`src/rtl/load_store_unit_if.sv`:
```
// Request/response and memory-side bundle of the load/store unit.
// The slave view belongs to the unit itself. The master view belongs to whatever
// drives it: the execute stage on the request side and the memory on the bus side.
interface load_store_unit_if;
    logic        start;
    logic        is_store;
    logic [2:0]  funct3;
    logic [31:0] addr_in;
    logic [31:0] wdata_in;
    logic        busy;
    logic        done;
    logic        fault;
    logic [31:0] rdata_out;
    logic        mem_req;
    logic        mem_we;
    logic [31:0] mem_addr;
    logic [3:0]  mem_be;
    logic [31:0] mem_wdata;
    logic        mem_ready;
    logic [31:0] mem_rdata;

    modport slave (
        input  start, is_store, funct3, addr_in, wdata_in, mem_ready, mem_rdata,
        output busy, done, fault, rdata_out, mem_req, mem_we, mem_addr, mem_be, mem_wdata
    );

    modport master (
        output start, is_store, funct3, addr_in, wdata_in, mem_ready, mem_rdata,
        input  busy, done, fault, rdata_out, mem_req, mem_we, mem_addr, mem_be, mem_wdata
    );
endinterface

```
`src/rtl/load_store_unit.sv`:
```
// Single-outstanding load/store unit. It takes one byte, halfword or word request
// from the execute stage and issues one aligned word access to memory. It places
// store data into the addressed lanes and extracts and extends the load lane.
// Misaligned requests and illegal width codes complete at once with a fault and
// never reach memory.
module load_store_unit (
    input  logic            clk,
    input  logic            reset,
    load_store_unit_if.slave lsu
);

    typedef enum logic [1:0] {IDLE, ACCESS, RESP, ERR} state_t;

    state_t      state, state_nxt;
    logic        is_store_p0;
    logic [2:0]  funct3_p0;
    logic [31:0] addr_p0;
    logic [31:0] wdata_p0;
    logic [31:0] rdata_p1;

    // Legal width code for the direction, and natural alignment for that width.
    function automatic logic req_valid(input logic st, input logic [2:0] f3, input logic [1:0] a);
        logic legal;
        logic aligned;
        if (st)
            legal = (f3 == 3'b000) || (f3 == 3'b001) || (f3 == 3'b010);
        else
            legal = (f3 == 3'b000) || (f3 == 3'b001) || (f3 == 3'b010) ||
                    (f3 == 3'b100) || (f3 == 3'b101);
        case (f3[1:0])
            2'b01:   aligned = ~a[0];
            2'b10:   aligned = (a == 2'b00);
            default: aligned = 1'b1;
        endcase
        return legal && aligned;
    endfunction

    // Byte enables of the addressed lanes.
    function automatic logic [3:0] lane_be(input logic [2:0] f3, input logic [1:0] a);
        case (f3[1:0])
            2'b00:   return 4'b0001 << a;
            2'b01:   return a[1] ? 4'b1100 : 4'b0011;
            default: return 4'b1111;
        endcase
    endfunction

    // Replicate the store data across lanes so that the byte enables alone pick the target.
    function automatic logic [31:0] store_replicate(input logic [2:0] f3, input logic [31:0] w);
        case (f3[1:0])
            2'b00:   return {4{w[7:0]}};
            2'b01:   return {2{w[15:0]}};
            default: return w;
        endcase
    endfunction

    // Pick the addressed lane of the read word. Bit 2 of funct3 selects zero-extension.
    function automatic logic [31:0] load_extract(input logic [2:0] f3, input logic [1:0] a,
                                                 input logic [31:0] w);
        logic [7:0]         b;
        logic [15:0]        h;
        logic signed [7:0]  bs;
        logic signed [15:0] hs;
        logic signed [31:0] ext;
        case (a)
            2'd0:    b = w[7:0];
            2'd1:    b = w[15:8];
            2'd2:    b = w[23:16];
            default: b = w[31:24];
        endcase
        h   = a[1] ? w[31:16] : w[15:0];
        bs  = signed'(b);
        hs  = signed'(h);
        ext = signed'(w);
        case (f3)
            3'b000:  ext = 32'(bs);
            3'b001:  ext = 32'(hs);
            3'b100:  ext = signed'({24'h0, b});
            3'b101:  ext = signed'({16'h0, h});
            default: ext = signed'(w);
        endcase
        return unsigned'(ext);
    endfunction

    // State register
    always_ff @(posedge clk) begin
        if (reset)
            state <= IDLE;
        else
            state <= state_nxt;
    end

    // Next-state and handshake outputs. The bus is driven only while in ACCESS.
    always_comb begin
        state_nxt   = state;
        lsu.busy    = 1'b1;
        lsu.done    = 1'b0;
        lsu.fault   = 1'b0;
        lsu.mem_req = 1'b0;
        lsu.mem_we  = 1'b0;
        lsu.mem_be  = 4'b0000;
        case (state)
            IDLE: begin
                lsu.busy = 1'b0;
                if (lsu.start)
                    state_nxt = req_valid(lsu.is_store, lsu.funct3, lsu.addr_in[1:0]) ? ACCESS : ERR;
            end
            ACCESS: begin
                lsu.mem_req = 1'b1;
                lsu.mem_we  = is_store_p0;
                lsu.mem_be  = lane_be(funct3_p0, addr_p0[1:0]);
                if (lsu.mem_ready)
                    state_nxt = RESP;
            end
            RESP: begin
                lsu.done  = 1'b1;
                state_nxt = IDLE;
            end
            ERR: begin
                lsu.done  = 1'b1;
                lsu.fault = 1'b1;
                state_nxt = IDLE;
            end
            default: state_nxt = IDLE;
        endcase
    end

    // Capture the request once in IDLE. It stays fixed for the whole access.
    always_ff @(posedge clk) begin
        if (reset) begin
            is_store_p0 <= 1'b0;
            funct3_p0   <= 3'b000;
            addr_p0     <= 32'h0;
            wdata_p0    <= 32'h0;
        end else if (state == IDLE && lsu.start) begin
            is_store_p0 <= lsu.is_store;
            funct3_p0   <= lsu.funct3;
            addr_p0     <= lsu.addr_in;
            wdata_p0    <= lsu.wdata_in;
        end
    end

    // Load result: updated only by an accepted load. It holds across stores and faults.
    always_ff @(posedge clk) begin
        if (reset)
            rdata_p1 <= 32'h0;
        else if (state == ACCESS && lsu.mem_ready && !is_store_p0)
            rdata_p1 <= load_extract(funct3_p0, addr_p0[1:0], lsu.mem_rdata);
    end

    assign lsu.mem_addr  = {addr_p0[31:2], 2'b00};
    assign lsu.mem_wdata = store_replicate(funct3_p0, wdata_p0);
    assign lsu.rdata_out = rdata_p1;

endmodule

```
`src/flat_wrapper.sv`:
```
// flat-port wrapper written by rule: the top's interface ports become plain ports
module load_store_unit_flat 
  (clk, reset, lsu_start, lsu_is_store, lsu_funct3, lsu_addr_in, lsu_wdata_in, lsu_mem_ready, lsu_mem_rdata, lsu_busy, lsu_done, lsu_fault, lsu_rdata_out, lsu_mem_req, lsu_mem_we, lsu_mem_addr, lsu_mem_be, lsu_mem_wdata);
  load_store_unit_if lsu_i ();
  input  logic clk;
  input  logic reset;
  input wire logic [$bits(lsu_i.start)-1:0] lsu_start;
  input wire logic [$bits(lsu_i.is_store)-1:0] lsu_is_store;
  input wire logic [$bits(lsu_i.funct3)-1:0] lsu_funct3;
  input wire logic [$bits(lsu_i.addr_in)-1:0] lsu_addr_in;
  input wire logic [$bits(lsu_i.wdata_in)-1:0] lsu_wdata_in;
  input wire logic [$bits(lsu_i.mem_ready)-1:0] lsu_mem_ready;
  input wire logic [$bits(lsu_i.mem_rdata)-1:0] lsu_mem_rdata;
  output wire logic [$bits(lsu_i.busy)-1:0] lsu_busy;
  output wire logic [$bits(lsu_i.done)-1:0] lsu_done;
  output wire logic [$bits(lsu_i.fault)-1:0] lsu_fault;
  output wire logic [$bits(lsu_i.rdata_out)-1:0] lsu_rdata_out;
  output wire logic [$bits(lsu_i.mem_req)-1:0] lsu_mem_req;
  output wire logic [$bits(lsu_i.mem_we)-1:0] lsu_mem_we;
  output wire logic [$bits(lsu_i.mem_addr)-1:0] lsu_mem_addr;
  output wire logic [$bits(lsu_i.mem_be)-1:0] lsu_mem_be;
  output wire logic [$bits(lsu_i.mem_wdata)-1:0] lsu_mem_wdata;
  assign lsu_i.start = lsu_start;
  assign lsu_i.is_store = lsu_is_store;
  assign lsu_i.funct3 = lsu_funct3;
  assign lsu_i.addr_in = lsu_addr_in;
  assign lsu_i.wdata_in = lsu_wdata_in;
  assign lsu_i.mem_ready = lsu_mem_ready;
  assign lsu_i.mem_rdata = lsu_mem_rdata;
  assign lsu_busy = lsu_i.busy;
  assign lsu_done = lsu_i.done;
  assign lsu_fault = lsu_i.fault;
  assign lsu_rdata_out = lsu_i.rdata_out;
  assign lsu_mem_req = lsu_i.mem_req;
  assign lsu_mem_we = lsu_i.mem_we;
  assign lsu_mem_addr = lsu_i.mem_addr;
  assign lsu_mem_be = lsu_i.mem_be;
  assign lsu_mem_wdata = lsu_i.mem_wdata;
  load_store_unit u_core (.clk(clk), .reset(reset), .lsu(lsu_i));
endmodule
```
`config.mk`:
```
export PLATFORM = sky130hd
export DESIGN_NAME = load_store_unit_flat
export DESIGN_NICKNAME = d
export VERILOG_FILES = /design/src/rtl/load_store_unit_if.sv /design/src/rtl/load_store_unit.sv /design/src/flat_wrapper.sv
export SDC_FILE = /design/constraint.sdc
export NUM_CORES = 1
export LEC_CHECK = 0
export CAP_MARGIN = 20
export CORE_MARGIN = 3
export CORE_UTILIZATION = 29
export DETAILED_ROUTE_END_ITERATION = 6
export GPL_TIMING_DRIVEN = 0
export PLACE_DENSITY_LB_ADDON = 0.2
export SYNTH_ARGS = -nofsm -noshare
export SYNTH_HDL_FRONTEND = slang
export SYNTH_SLANG_ARGS = --single-unit
```
`constraint.sdc`:
```
create_clock -name clk -period 1.6 [get_ports clk]
set_input_delay 0.16 -clock clk [delete_from_list [all_inputs] [get_ports clk]]
set_output_delay 0.16 -clock clk [all_outputs]
set_load 0.05 [all_outputs]
```
==> results_dict.tcl <==
set metrics [dict create \
    slowest_delay_ns 0.36 \
    final_util_pct 48.52 \
    tightest_slew_ns 0.5979 \
    total_power_mw 7.546 \
    routed_wl_mm 17.97 \
    fmax_ghz 0.5745 \
    clock_latency_ns 0.36 \
    rr_startpoint "u_core.addr_p0[1]" \
    hold_buffers 0 \
    endpoint_kind "output port" \
    yosysWarnings 0 \
    antenna_found_initial 2 \
    hold_viol 0 \
    clk_pin_slew_ns 0.07 \
    clock-skew-final_ns 0.009093 \
    seqCellArea_um2 2051 \
    final_cell_area_um2 8132 \
    rrSetupSlack_ns -0.02 \
    fin_crit_ns 1.741 \
    slew_headroom_pct 60.14 \
    drtIter0Drc 233 \
    drv_slew 0 \
    setup_slack_ns -0.1407 \
    ant_nets 0 \
    cts_root_buf "clkbuf_16" \
    dp_slack_ns -0.7333 \
    clkPwrFrac_pct 28.8 \
    status "complete, but fails checks" \
    vias_per_cell 4.667 \
    crit_top_cell "buf_8" \
    clockBufferDepth 2 \
    setup_tns_ns -2.722 \
    async_flop_share_pct 0 \
    grt_pass1_vias 4889 \
    io_buffer_count 206 \
    io_pins 209 \
    worstHoldStart "lsu_addr_in[17]" \
    vdd_drop_max_uv 606.5 \
    place_area_um2 7376 \
    arrival_ns 1.58 \
    rsz0062_at_grt "true" \
    drive_above_1_share_pct 25.51 \
    dp_hpwl_mm 13.25 \
    dieHeight_um 137.6 \
    violations "setup timing" \
    power_frac_seq_pct 37.5 \
    vias 5106 \
    synth_top_area_cell "dfxtp_1" \
    critPathTopFamily "buffers and inverters" \
    p_per_area_nw_per_um2 928.0 \
    syn_area_per_cell_um2 8.032 \
    rows 47 \
    power.leakage_nw 3.477 \
    drc_errors 0 \
    wl_per_cell_um 16.43 \
    min_to "u_core.addr_p0[17]" \
    grt_max_degree 17 \
    syn_inst 625 \
    grt_pass1_wl_mm 27.03 \
    num-fill-cells 1674 \
    crit_fanout 8 \
    worst-path-buf-inv 3 \
    cts_num_sinks 102 \
    synthTopCellsByArea "dfxtp_1 (41%), nand2_1 (13%), a21oi_1 (7.2%)" \
    diodes 0 \
    synth-seq-cells 102 \
    netSwitchingFraction_pct 34.81 \
    yosysUniqueCellTypes 48 \
    dr.pass1.iters 4 \
    p_comb_share_pct 33.7 \
    fin_crit_sh_pct 108.8 \
    numCtsBuffers 9 \
    track_usage_pct 18.63 \
    initial_core_util_pct 29.95 \
    crit_slowest_cell "dfxtp_4" \
    netlist_area_um2 5020 \
    htree_levels 3 \
    synth_most_common_cell "nand2_1" \
    synth_edf_count 0 \
    cts_tree "yes" \
    crit_chain "buf_8 > nor2_4 > buf_12 > mux2_4 > buf_8" \
    yosysSeqAreaShare_pct 40.68 \
    crit_start "u_core.funct3_p0[1]" \
    area_growth_pct 61.99 \
    worstHoldPathCells 3 \
    finalSetupViolCount 37 \
    switchingPower_mw 2.626 \
    place.gp.congestion 0.8371 \
    dieArea_um2 18920 \
    r2r_end "u_core.lsu.rdata_out[20]" \
    overflow 0 \
    crit_required_ns 1.44 \
    cp-start-kind "flip-flop" \
    crit_type "reg2out" \
    netlist_top_cells_count "nand2_1 (176), dfxtp_1 (102), a21oi_1 (72)" \
    maxCapViolations 0 \
    p_int_mw 4.919 \
    multiInputGateArea_um2 2546 \
    num-nets-final 976 \
    ff2ff_path_depth 7 \
    die_x_um 137.6 \
    yosysTopAreaCellShare_pct 40.68 \
    core_um2 16760 \
    min_path_type "in2reg" \
    ys.flop_type "dfxtp_1" \
]
[power by group through the flow]
stage	clock network, mW	logic (mW)	registers (mW)
floorplan	0	1.35	3.03
global placement	0	2.37	2.88
detailed placement	0	2.38	2.89
CTS	2.24	2.49	2.83
global route	2.34	2.71	2.85
finish	2.17	2.54	2.83
[placed cells by master, fill, tap and decap left out, types with 5 or more instances in the layout]
cell	instances
buf_2	10
clkbuf_2	15
a31oi_1	6
o21ai_1	6
a21oi_1	70
nor3_1	7
a211oi_1	14
dfxtp_1	99
clkbuf_16	9
mux2i_2	5
clkbuf_1	11
clkdlybuf4s50_1	103
a22o_1	7
mux2i_1	6
nand2_1	175
dlygate4sd2_1	62
o221a_1	5
a211oi_2	11
buf_4	71
inv_1	5
a22oi_1	8
buf_8	21
mux2_4	16
buf_6	20
nor2_1	45
[cell type report]
| type | instances | share of cell area, % |
|---|---|---|
| Sequential cell | 102 | 25.22 |
| Timing Repair Buffer | 235 | 28.13 |
| Tap cell | 220 | 3.385 |
| Buffer | 86 | 8.170 |
| Inverter | 6 | 0.2770 |
| Multi-Input combinational cell | 429 | 31.31 |
| Clock buffer | 11 | 3.108 |
| Clock inverter | 5 | 0.4001 |
[what timing repair did]
item	CTS	global route
setup buffers	15	13
setup endpoints to repair	168	97
pin swaps	5	12
resized for setup	362	47
gates cloned	1	0
[flip-flops by register name, indices dropped and copies added, names as in the netlist]
name and cells:
u_core.funct3_p0 3, u_core.wdata_p0 32, u_core.lsu.rdata_out 32, u_core.is_store_p0 1, u_core.state 2, u_core.addr_p0 32
[kinds of logic (layout without fill, tap and decap cells)]
logic type      count (synthesis)  count (layout)  synth area share, %
other cells                     1               2              0.07470
buf+inv                        95             343                11.81
compound gates                143             143                19.14
fa+ha+maj                       3               3               0.7478
flops                         102             102                40.68
simple gates                  252             252                20.71
mux                            29              29                6.830
[how the worst max path moves through the flow]
stage                              to  slack (ns)  cells after the start
floorplan           lsu_mem_wdata[24]       -0.15                      4
global route         lsu_mem_wdata[9]       -0.20                      5
global placement        lsu_mem_be[2]       -0.76                      5
finish              lsu_mem_wdata[10]       -0.14                      5
CTS                 lsu_mem_wdata[14]       -0.20                      5
detailed placement      lsu_mem_be[2]       -0.73                      5
[stage by stage]
step	instances	hold WS (ns)
floorplan	626	0.2960
CTS	1084	0.3258
global route	1094	0.3351
detailed placement	1052	0.4468
global placement	1052	0.4432
finish	1094	0.3425
[worst register-to-register path: cells and delay by family, from the launching register on]
| family | cells | cell delay (ns) |
|---|---|---|
| compound gates | 2 | 0.32 |
| mux | 2 | 0.43 |
| flops | 1 | 0.33 |
| buf+inv | 3 | 0.41 |
[metal layers]
metal | track usage [%] | up-vias | share of wire, %
li1 | - | 2555 | -
met1 | 23.68 | 2381 | 44
met2 | 29.69 | 148 | 46
met3 | 6.793 | 18 | 8.4
met4 | 5.266 | 4 | 1.3
met5 | 0 | - | 0.13
Note: power is estimated with default switching activity, not from simulation.
